--- src/rtl/xosera_bus_sequencer_if.sv ---
// CPU-side request/response and Xosera 8-bit register bus signals for the bus sequencer.
interface xosera_bus_sequencer_if;
    logic        req;
    logic        wr;
    logic        size16;
    logic [3:0]  reg_num;
    logic [15:0] wdata;
    logic        busy;
    logic        done;
    logic [15:0] rdata;
    logic        bus_cs_n;
    logic        bus_rd_nwr;
    logic [3:0]  bus_reg_num;
    logic        bus_bytesel;
    logic [7:0]  bus_wdata;
    logic [7:0]  bus_rdata;

    modport slave (
        input  req, wr, size16, reg_num, wdata, bus_rdata,
        output busy, done, rdata, bus_cs_n, bus_rd_nwr, bus_reg_num, bus_bytesel, bus_wdata
    );

    modport master (
        output req, wr, size16, reg_num, wdata, bus_rdata,
        input  busy, done, rdata, bus_cs_n, bus_rd_nwr, bus_reg_num, bus_bytesel, bus_wdata
    );
endinterface

--- src/rtl/xosera_bus_sequencer.sv ---
// Splits CPU accesses into one or two Xosera byte cycles with SETUP/STROBE/HOLD timing.
module xosera_bus_sequencer #(
    parameter int unsigned SETUP_CYC  = 1,
    parameter int unsigned STROBE_CYC = 2,
    parameter int unsigned HOLD_CYC   = 1,
    parameter int unsigned CNT_W      = 4
) (
    input  logic                   clk,
    input  logic                   reset_n,
    xosera_bus_sequencer_if.slave  bus
);

    localparam logic [CNT_W-1:0] SETUP_LD  = CNT_W'(SETUP_CYC - 1);
    localparam logic [CNT_W-1:0] STROBE_LD = CNT_W'(STROBE_CYC - 1);
    localparam logic [CNT_W-1:0] HOLD_LD   = CNT_W'(HOLD_CYC - 1);
    localparam logic [CNT_W-1:0] CNT_ONE   = CNT_W'(1);

    typedef enum logic [2:0] {
        IDLE   = 3'd0,
        SETUP  = 3'd1,
        STROBE = 3'd2,
        HOLD   = 3'd3,
        DONE   = 3'd4
    } state_t;

    state_t           state, state_d;
    logic [CNT_W-1:0] cnt, cnt_d;
    logic [15:0]      wdata_q, wdata_d;
    logic [15:0]      rdata_q, rdata_d;
    logic             busy_q, busy_d;
    logic             done_q, done_d;
    logic             cs_n_q, cs_n_d;
    logic             rd_nwr_q, rd_nwr_d;
    logic [3:0]       reg_num_q, reg_num_d;
    logic             bytesel_q, bytesel_d;
    logic [7:0]       bdata_q, bdata_d;

    // Outputs are registered copies of the values for the state being entered;
    // bytesel_q doubles as the byte index (0=high, 1=low) and rd_nwr_q as ~wr.
    always_comb begin
        state_d   = state;
        cnt_d     = cnt;
        wdata_d   = wdata_q;
        rdata_d   = rdata_q;
        busy_d    = busy_q;
        done_d    = 1'b0;
        cs_n_d    = cs_n_q;
        rd_nwr_d  = rd_nwr_q;
        reg_num_d = reg_num_q;
        bytesel_d = bytesel_q;
        bdata_d   = bdata_q;

        unique case (state)
            IDLE: begin
                busy_d = 1'b0;
                if (bus.req) begin
                    state_d   = SETUP;
                    cnt_d     = SETUP_LD;
                    wdata_d   = bus.wdata;
                    busy_d    = 1'b1;
                    rd_nwr_d  = ~bus.wr;
                    reg_num_d = bus.reg_num;
                    bytesel_d = ~bus.size16;
                    bdata_d   = bus.size16 ? bus.wdata[15:8] : bus.wdata[7:0];
                end
            end
            SETUP: begin
                if (cnt == '0) begin
                    state_d = STROBE;
                    cnt_d   = STROBE_LD;
                    cs_n_d  = 1'b0;
                end else begin
                    cnt_d = cnt - CNT_ONE;
                end
            end
            STROBE: begin
                if (cnt == '0) begin
                    state_d = HOLD;
                    cnt_d   = HOLD_LD;
                    cs_n_d  = 1'b1;
                    if (rd_nwr_q) begin
                        if (bytesel_q) rdata_d[7:0]  = bus.bus_rdata;
                        else           rdata_d[15:8] = bus.bus_rdata;
                    end
                end else begin
                    cnt_d = cnt - CNT_ONE;
                end
            end
            HOLD: begin
                if (cnt == '0) begin
                    if (!bytesel_q) begin
                        state_d   = SETUP;
                        cnt_d     = SETUP_LD;
                        bytesel_d = 1'b1;
                        bdata_d   = wdata_q[7:0];
                    end else begin
                        state_d = DONE;
                        done_d  = 1'b1;
                    end
                end else begin
                    cnt_d = cnt - CNT_ONE;
                end
            end
            DONE: begin
                state_d  = IDLE;
                busy_d   = 1'b0;
                rd_nwr_d = 1'b1;
                bdata_d  = 8'h00;
            end
            default: begin
                state_d  = IDLE;
                busy_d   = 1'b0;
                cs_n_d   = 1'b1;
                rd_nwr_d = 1'b1;
                bdata_d  = 8'h00;
            end
        endcase
    end

    always_ff @(posedge clk or negedge reset_n) begin
        if (!reset_n) begin
            state     <= IDLE;
            cnt       <= '0;
            wdata_q   <= '0;
            rdata_q   <= '0;
            busy_q    <= 1'b0;
            done_q    <= 1'b0;
            cs_n_q    <= 1'b1;
            rd_nwr_q  <= 1'b1;
            reg_num_q <= '0;
            bytesel_q <= 1'b0;
            bdata_q   <= '0;
        end else begin
            state     <= state_d;
            cnt       <= cnt_d;
            wdata_q   <= wdata_d;
            rdata_q   <= rdata_d;
            busy_q    <= busy_d;
            done_q    <= done_d;
            cs_n_q    <= cs_n_d;
            rd_nwr_q  <= rd_nwr_d;
            reg_num_q <= reg_num_d;
            bytesel_q <= bytesel_d;
            bdata_q   <= bdata_d;
        end
    end

    assign bus.busy        = busy_q;
    assign bus.done        = done_q;
    assign bus.rdata       = rdata_q;
    assign bus.bus_cs_n    = cs_n_q;
    assign bus.bus_rd_nwr  = rd_nwr_q;
    assign bus.bus_reg_num = reg_num_q;
    assign bus.bus_bytesel = bytesel_q;
    assign bus.bus_wdata   = bdata_q;

endmodule

--- src/flat_wrapper.sv ---
// flat-port wrapper written by rule: the top's interface ports become plain ports
module xosera_bus_sequencer_flat 
#(
    parameter int unsigned SETUP_CYC  = 1,
    parameter int unsigned STROBE_CYC = 2,
    parameter int unsigned HOLD_CYC   = 1,
    parameter int unsigned CNT_W      = 4
)
  (clk, reset_n, bus_req, bus_wr, bus_size16, bus_reg_num, bus_wdata, bus_bus_rdata, bus_busy, bus_done, bus_rdata, bus_bus_cs_n, bus_bus_rd_nwr, bus_bus_reg_num, bus_bus_bytesel, bus_bus_wdata);
  xosera_bus_sequencer_if bus_i ();
  input  logic clk;
  input  logic reset_n;
  input wire logic [$bits(bus_i.req)-1:0] bus_req;
  input wire logic [$bits(bus_i.wr)-1:0] bus_wr;
  input wire logic [$bits(bus_i.size16)-1:0] bus_size16;
  input wire logic [$bits(bus_i.reg_num)-1:0] bus_reg_num;
  input wire logic [$bits(bus_i.wdata)-1:0] bus_wdata;
  input wire logic [$bits(bus_i.bus_rdata)-1:0] bus_bus_rdata;
  output wire logic [$bits(bus_i.busy)-1:0] bus_busy;
  output wire logic [$bits(bus_i.done)-1:0] bus_done;
  output wire logic [$bits(bus_i.rdata)-1:0] bus_rdata;
  output wire logic [$bits(bus_i.bus_cs_n)-1:0] bus_bus_cs_n;
  output wire logic [$bits(bus_i.bus_rd_nwr)-1:0] bus_bus_rd_nwr;
  output wire logic [$bits(bus_i.bus_reg_num)-1:0] bus_bus_reg_num;
  output wire logic [$bits(bus_i.bus_bytesel)-1:0] bus_bus_bytesel;
  output wire logic [$bits(bus_i.bus_wdata)-1:0] bus_bus_wdata;
  assign bus_i.req = bus_req;
  assign bus_i.wr = bus_wr;
  assign bus_i.size16 = bus_size16;
  assign bus_i.reg_num = bus_reg_num;
  assign bus_i.wdata = bus_wdata;
  assign bus_i.bus_rdata = bus_bus_rdata;
  assign bus_busy = bus_i.busy;
  assign bus_done = bus_i.done;
  assign bus_rdata = bus_i.rdata;
  assign bus_bus_cs_n = bus_i.bus_cs_n;
  assign bus_bus_rd_nwr = bus_i.bus_rd_nwr;
  assign bus_bus_reg_num = bus_i.bus_reg_num;
  assign bus_bus_bytesel = bus_i.bus_bytesel;
  assign bus_bus_wdata = bus_i.bus_wdata;
  xosera_bus_sequencer #(.SETUP_CYC(SETUP_CYC), .STROBE_CYC(STROBE_CYC), .HOLD_CYC(HOLD_CYC), .CNT_W(CNT_W)) u_core (.clk(clk), .reset_n(reset_n), .bus(bus_i));
endmodule
--- config.mk ---
export PLATFORM = sky130hd
export DESIGN_NAME = xosera_bus_sequencer_flat
export DESIGN_NICKNAME = d
export VERILOG_FILES = /design/src/rtl/xosera_bus_sequencer_if.sv /design/src/rtl/xosera_bus_sequencer.sv /design/src/flat_wrapper.sv
export SDC_FILE = /design/constraint.sdc
export NUM_CORES = 1
export LEC_CHECK = 0
export CAP_MARGIN = 30
export CORE_MARGIN = 2
export CORE_UTILIZATION = 47
export CTS_CLUSTER_SIZE = 20
export DETAILED_ROUTE_END_ITERATION = 10
export PLACE_DENSITY_LB_ADDON = 0.12
export RECOVER_POWER = 50
export SLEW_MARGIN = 20
export SYNTH_ARGS = -nofsm -noshare
export SYNTH_HDL_FRONTEND = slang
export SYNTH_SLANG_ARGS = --single-unit
export TNS_END_PERCENT = 20
--- constraint.sdc ---
create_clock -name clk -period 2.5 [get_ports clk]
set_input_delay 0.5 -clock clk [delete_from_list [all_inputs] [get_ports clk]]
set_output_delay 0.5 -clock clk [all_outputs]
set_load 0.02 [all_outputs]
==> impl_metrics.toml, run 1 <==
[run_status]
status = "completed"

[yosys]
syn_avg_cell_area_um2 = 13.69
yosysMostFrequentCell = "dfrtp_1"
async_flop_share = 1.000
ys_types = 40
syn_area_um2 = 2217
synth_area_leader_cell = "dfrtp_1"
synth_nets = 197
seq_area_frac_synth = 0.5429
synth.area.top_cells = "dfrtp_1 52%, mux2_2 14%, mux2_4 5.4%"
synth_edf_count = 0
ys_ff_latch = 48
synth_top_area_frac = 0.5192
ys_warn_count = 0
synth_cells = 162
synth_flop_cell = "dfrtp_1"
synthTopCellsByCount = "46 x dfrtp_1, 28 x mux2_2, 9 x mux2i_1, 9 x o2bb2ai_1, 8 x mux2_4"

[timing]
grt_setup_unrepaired = "false"
finalSetupTns_ns = 0
fin_crit_ns = 2.212
finalHoldViolCount = 0
slew_viol_final = 0
setup_viol_count_final = 0
clock.fmax_mhz = 452.0
skew_ns = 0.005434
period_share = 0.8849
timing.final.ws_setup_ns = 0.2878
whs_ns = 0.3172
tightest_slew_ns = 0.9590
relSlewSlack = 0.3607

[cells_and_area]
finalNetCount = 262
stdcell_count = 280
multiInputGateArea_um2 = 950.9
areaGrowthSynthToFinish_pct = 35.95
drive_gt1_frac = 0.2325
seq_area_um2 = 1204
n_fill_cell = 334
antenna_cells = 0

[worst_setup_path]
r2r-start = "u_core.cnt[0]$_DFFE_PN0P_"
crit_required_ns = 2.69
r2r_end = "u_core.bus.bus_wdata[7]$_DFFE_PN0P_"
r2r_slack_ns = 0.33
crit_type = "in -> reg"
cp-end-kind = "flip-flop"
critPathMaxFanout = 14
critPathLaunchType = "primary input"
reg2reg_depth = 5
arrival_ns = 2.40

[place]
place.gp.congestion = 0.8041
post-place-ws_ns = 0.1202
placed_cells = 272
post-dp-hpwl_um = 3573
port-buffer-count = 65

[clock_tree]
clock_sinks = 48
cts_hold_buf = 0
htreeDepth = 2
cts_resized = 0
cts_made_buffers = 5
cts_tree = "done"
postCtsSetupRepairBufs = 0
cts_root_buf = "clkbuf_8"
clk_path_buf_depth = 2
clkTransAtPathRegs_ns = 0.09
clkLatencyLatePin_ns = 0.30

[grt]
grt_pass1_wl_um = 8155
grt_overflow = 0
grt.total_usage = 0.2008
grt_max_degree = 32
grt_pass1_vias = 1703
antenna_found_initial = 0

[floorplan]
rows = 24
die-height_um = 72.68
dieArea_um2 = 5282
coreArea_um2 = 4444
initial_core_util = 0.4989
die_x_um = 72.68
ioPinCount = 66

[min_path]
min_path_type = "in -> async"

[drt]
drc = 0
num_vias = 1592
wirelength_um = 4893
via_per_inst = 5.686
wire_per_inst_um = 17.48
initialDrtViolationCount = 167
final_antenna_net_count = 0
firstDrtPassIters = 5

[power_and_ir_drop]
max-vdd-ir-drop_uv = 612.3
p_leak_nw = 1.314
powerDensity_nw_per_um2 = 1186

[flow_run]
drv_cap = 0
critical path, cell delays in order:
cell,delay (ns)
dlygate4sd3_1,0.62
nor4b_2,0.23
clkbuf_1,0.63
mux2_2,0.41
where the power goes:
group	leakage [nW]	total (mW)	internal [mW]	switching, mW
logic	0.655	1.59	0.865	0.722
registers	0.595	1.37	1.11	0.266
clock network	0.0645	0.613	0.353	0.259
total	1.31	3.57	2.33	1.25
cells by family (layout without fill, tap and decap cells):
| group | Yosys count | count (layout) | share of synthesized area |
|---|---|---|---|
| buffers and inverters | 13 | 79 | 0.02708 |
| and+or+nand+nor | 25 | 25 | 0.08352 |
| muxes | 45 | 45 | 0.2370 |
| AOI/OAI and AO/OA | 27 | 27 | 0.09030 |
| adders and majority gates | 2 | 2 | 0.01128 |
| DFF | 48 | 48 | 0.5429 |
| xor gates and xnor gates | 2 | 2 | 0.007902 |
registers in the layout, summed over array words and instances (netlist names):
| name | flops |
|---|---|
| u_core.bus.bus_reg_num | 4 |
| u_core.bus.bus_wdata | 8 |
| u_core.bus.rdata | 16 |
| u_core.bus.bus_rd_nwr | 1 |
| u_core.bus.bus_cs_n | 1 |
| u_core.bus.bus_bytesel | 1 |
| u_core.bus.done | 1 |
| u_core.state | 3 |
| u_core.bus.busy | 1 |
| u_core.cnt | 4 |
| u_core.wdata_q | 8 |
area by class of cell:
type                    instances  share of cell area
clock inverters                 1            0.009963
flip-flops and latches         48              0.3993
repair buffers                 68              0.2179
clock buffers                   7             0.03196
multi-input cells             101              0.3155
inverters                       3            0.003736
well taps                      52             0.02159
routing by layer:
| metal | global-route usage | vias up | share of wire |
|---|---|---|---|
| li1 | - | 723 | - |
| met1 | 0.2457 | 801 | 0.40 |
| met2 | 0.3414 | 59 | 0.51 |
| met3 | 0.06215 | 9 | 0.072 |
| met4 | 0.05967 | 0 | 0.013 |
| met5 | 0 | - | 0 |
worst max path at each step:
| stage | cells after the start | slack [ns] | to | from |
|---|---|---|---|---|
| 2_1_floorplan | 6 | 0.59 | u_core.bus.rdata[10]$_DFFE_PN0P_ | u_core.cnt[0]$_DFFE_PN0P_ |
| 3_3_place_gp | 4 | 0.22 | u_core.bus.bus_wdata[3]$_DFFE_PN0P_ | bus_req |
| 3_5_place_dp | 4 | 0.12 | u_core.bus.bus_wdata[7]$_DFFE_PN0P_ | bus_req |
| 4_1_cts | 5 | 0.37 | u_core.bus.bus_wdata[7]$_DFFE_PN0P_ | u_core.cnt[0]$_DFFE_PN0P_ |
| 5_1_grt | 6 | 0.19 | u_core.bus.rdata[6]$_DFFE_PN0P_ | u_core.cnt[0]$_DFFE_PN0P_ |
| 6_report | 4 | 0.29 | u_core.wdata_q[6]$_DFFE_PN0P_ | bus_req |
metrics by stage:
| step | utilization | total power [mW] | instance area, um^2 |
|---|---|---|---|
| 6_report | 0.6782 | 3.575 | 3014 |
| 5_1_grt | 0.6782 | 3.792 | 3014 |
| 4_1_cts | 0.6813 | 3.624 | 3028 |
| 3_5_place_dp | 0.6529 | 3.004 | 2902 |
| 3_3_place_gp | 0.6529 | 2.926 | 2902 |
| 2_1_floorplan | - | 2.342 | 2217 |
cells in the final DEF (no fill, tap or decap), types with 2 or more instances in the layout:
cell,count
ha_1,2
clkdlybuf4s50_1,63
nor2_1,2
inv_1,3
a211oi_1,3
mux2_2,28
xnor2_1,2
or3_1,2
nand2_1,3
mux2i_1,9
o2bb2ai_1,9
o21ai_0,4
and3_1,3
mux2_4,8
dfrtp_1,46
clkbuf_8,7
a31oi_1,3
nor2b_1,2
nor3_1,2
a21oi_1,2
dfstp_2,2
clkbuf_1,3
(Power assumes the default switching activity.)
==> run 2, diff against run 1 <==
--- a/config.mk
+++ b/config.mk
@@ -12,6 +12,7 @@
 export DETAILED_ROUTE_END_ITERATION = 10
 export PLACE_DENSITY_LB_ADDON = 0.12
 export RECOVER_POWER = 50
+export SKIP_CTS_REPAIR_TIMING = 1
 export SLEW_MARGIN = 20
 export SYNTH_ARGS = -nofsm -noshare
 export SYNTH_HDL_FRONTEND = slang
==> results of run 2 <==
Same layout as run 1: the final DEF is identical, and so are final timing and power.
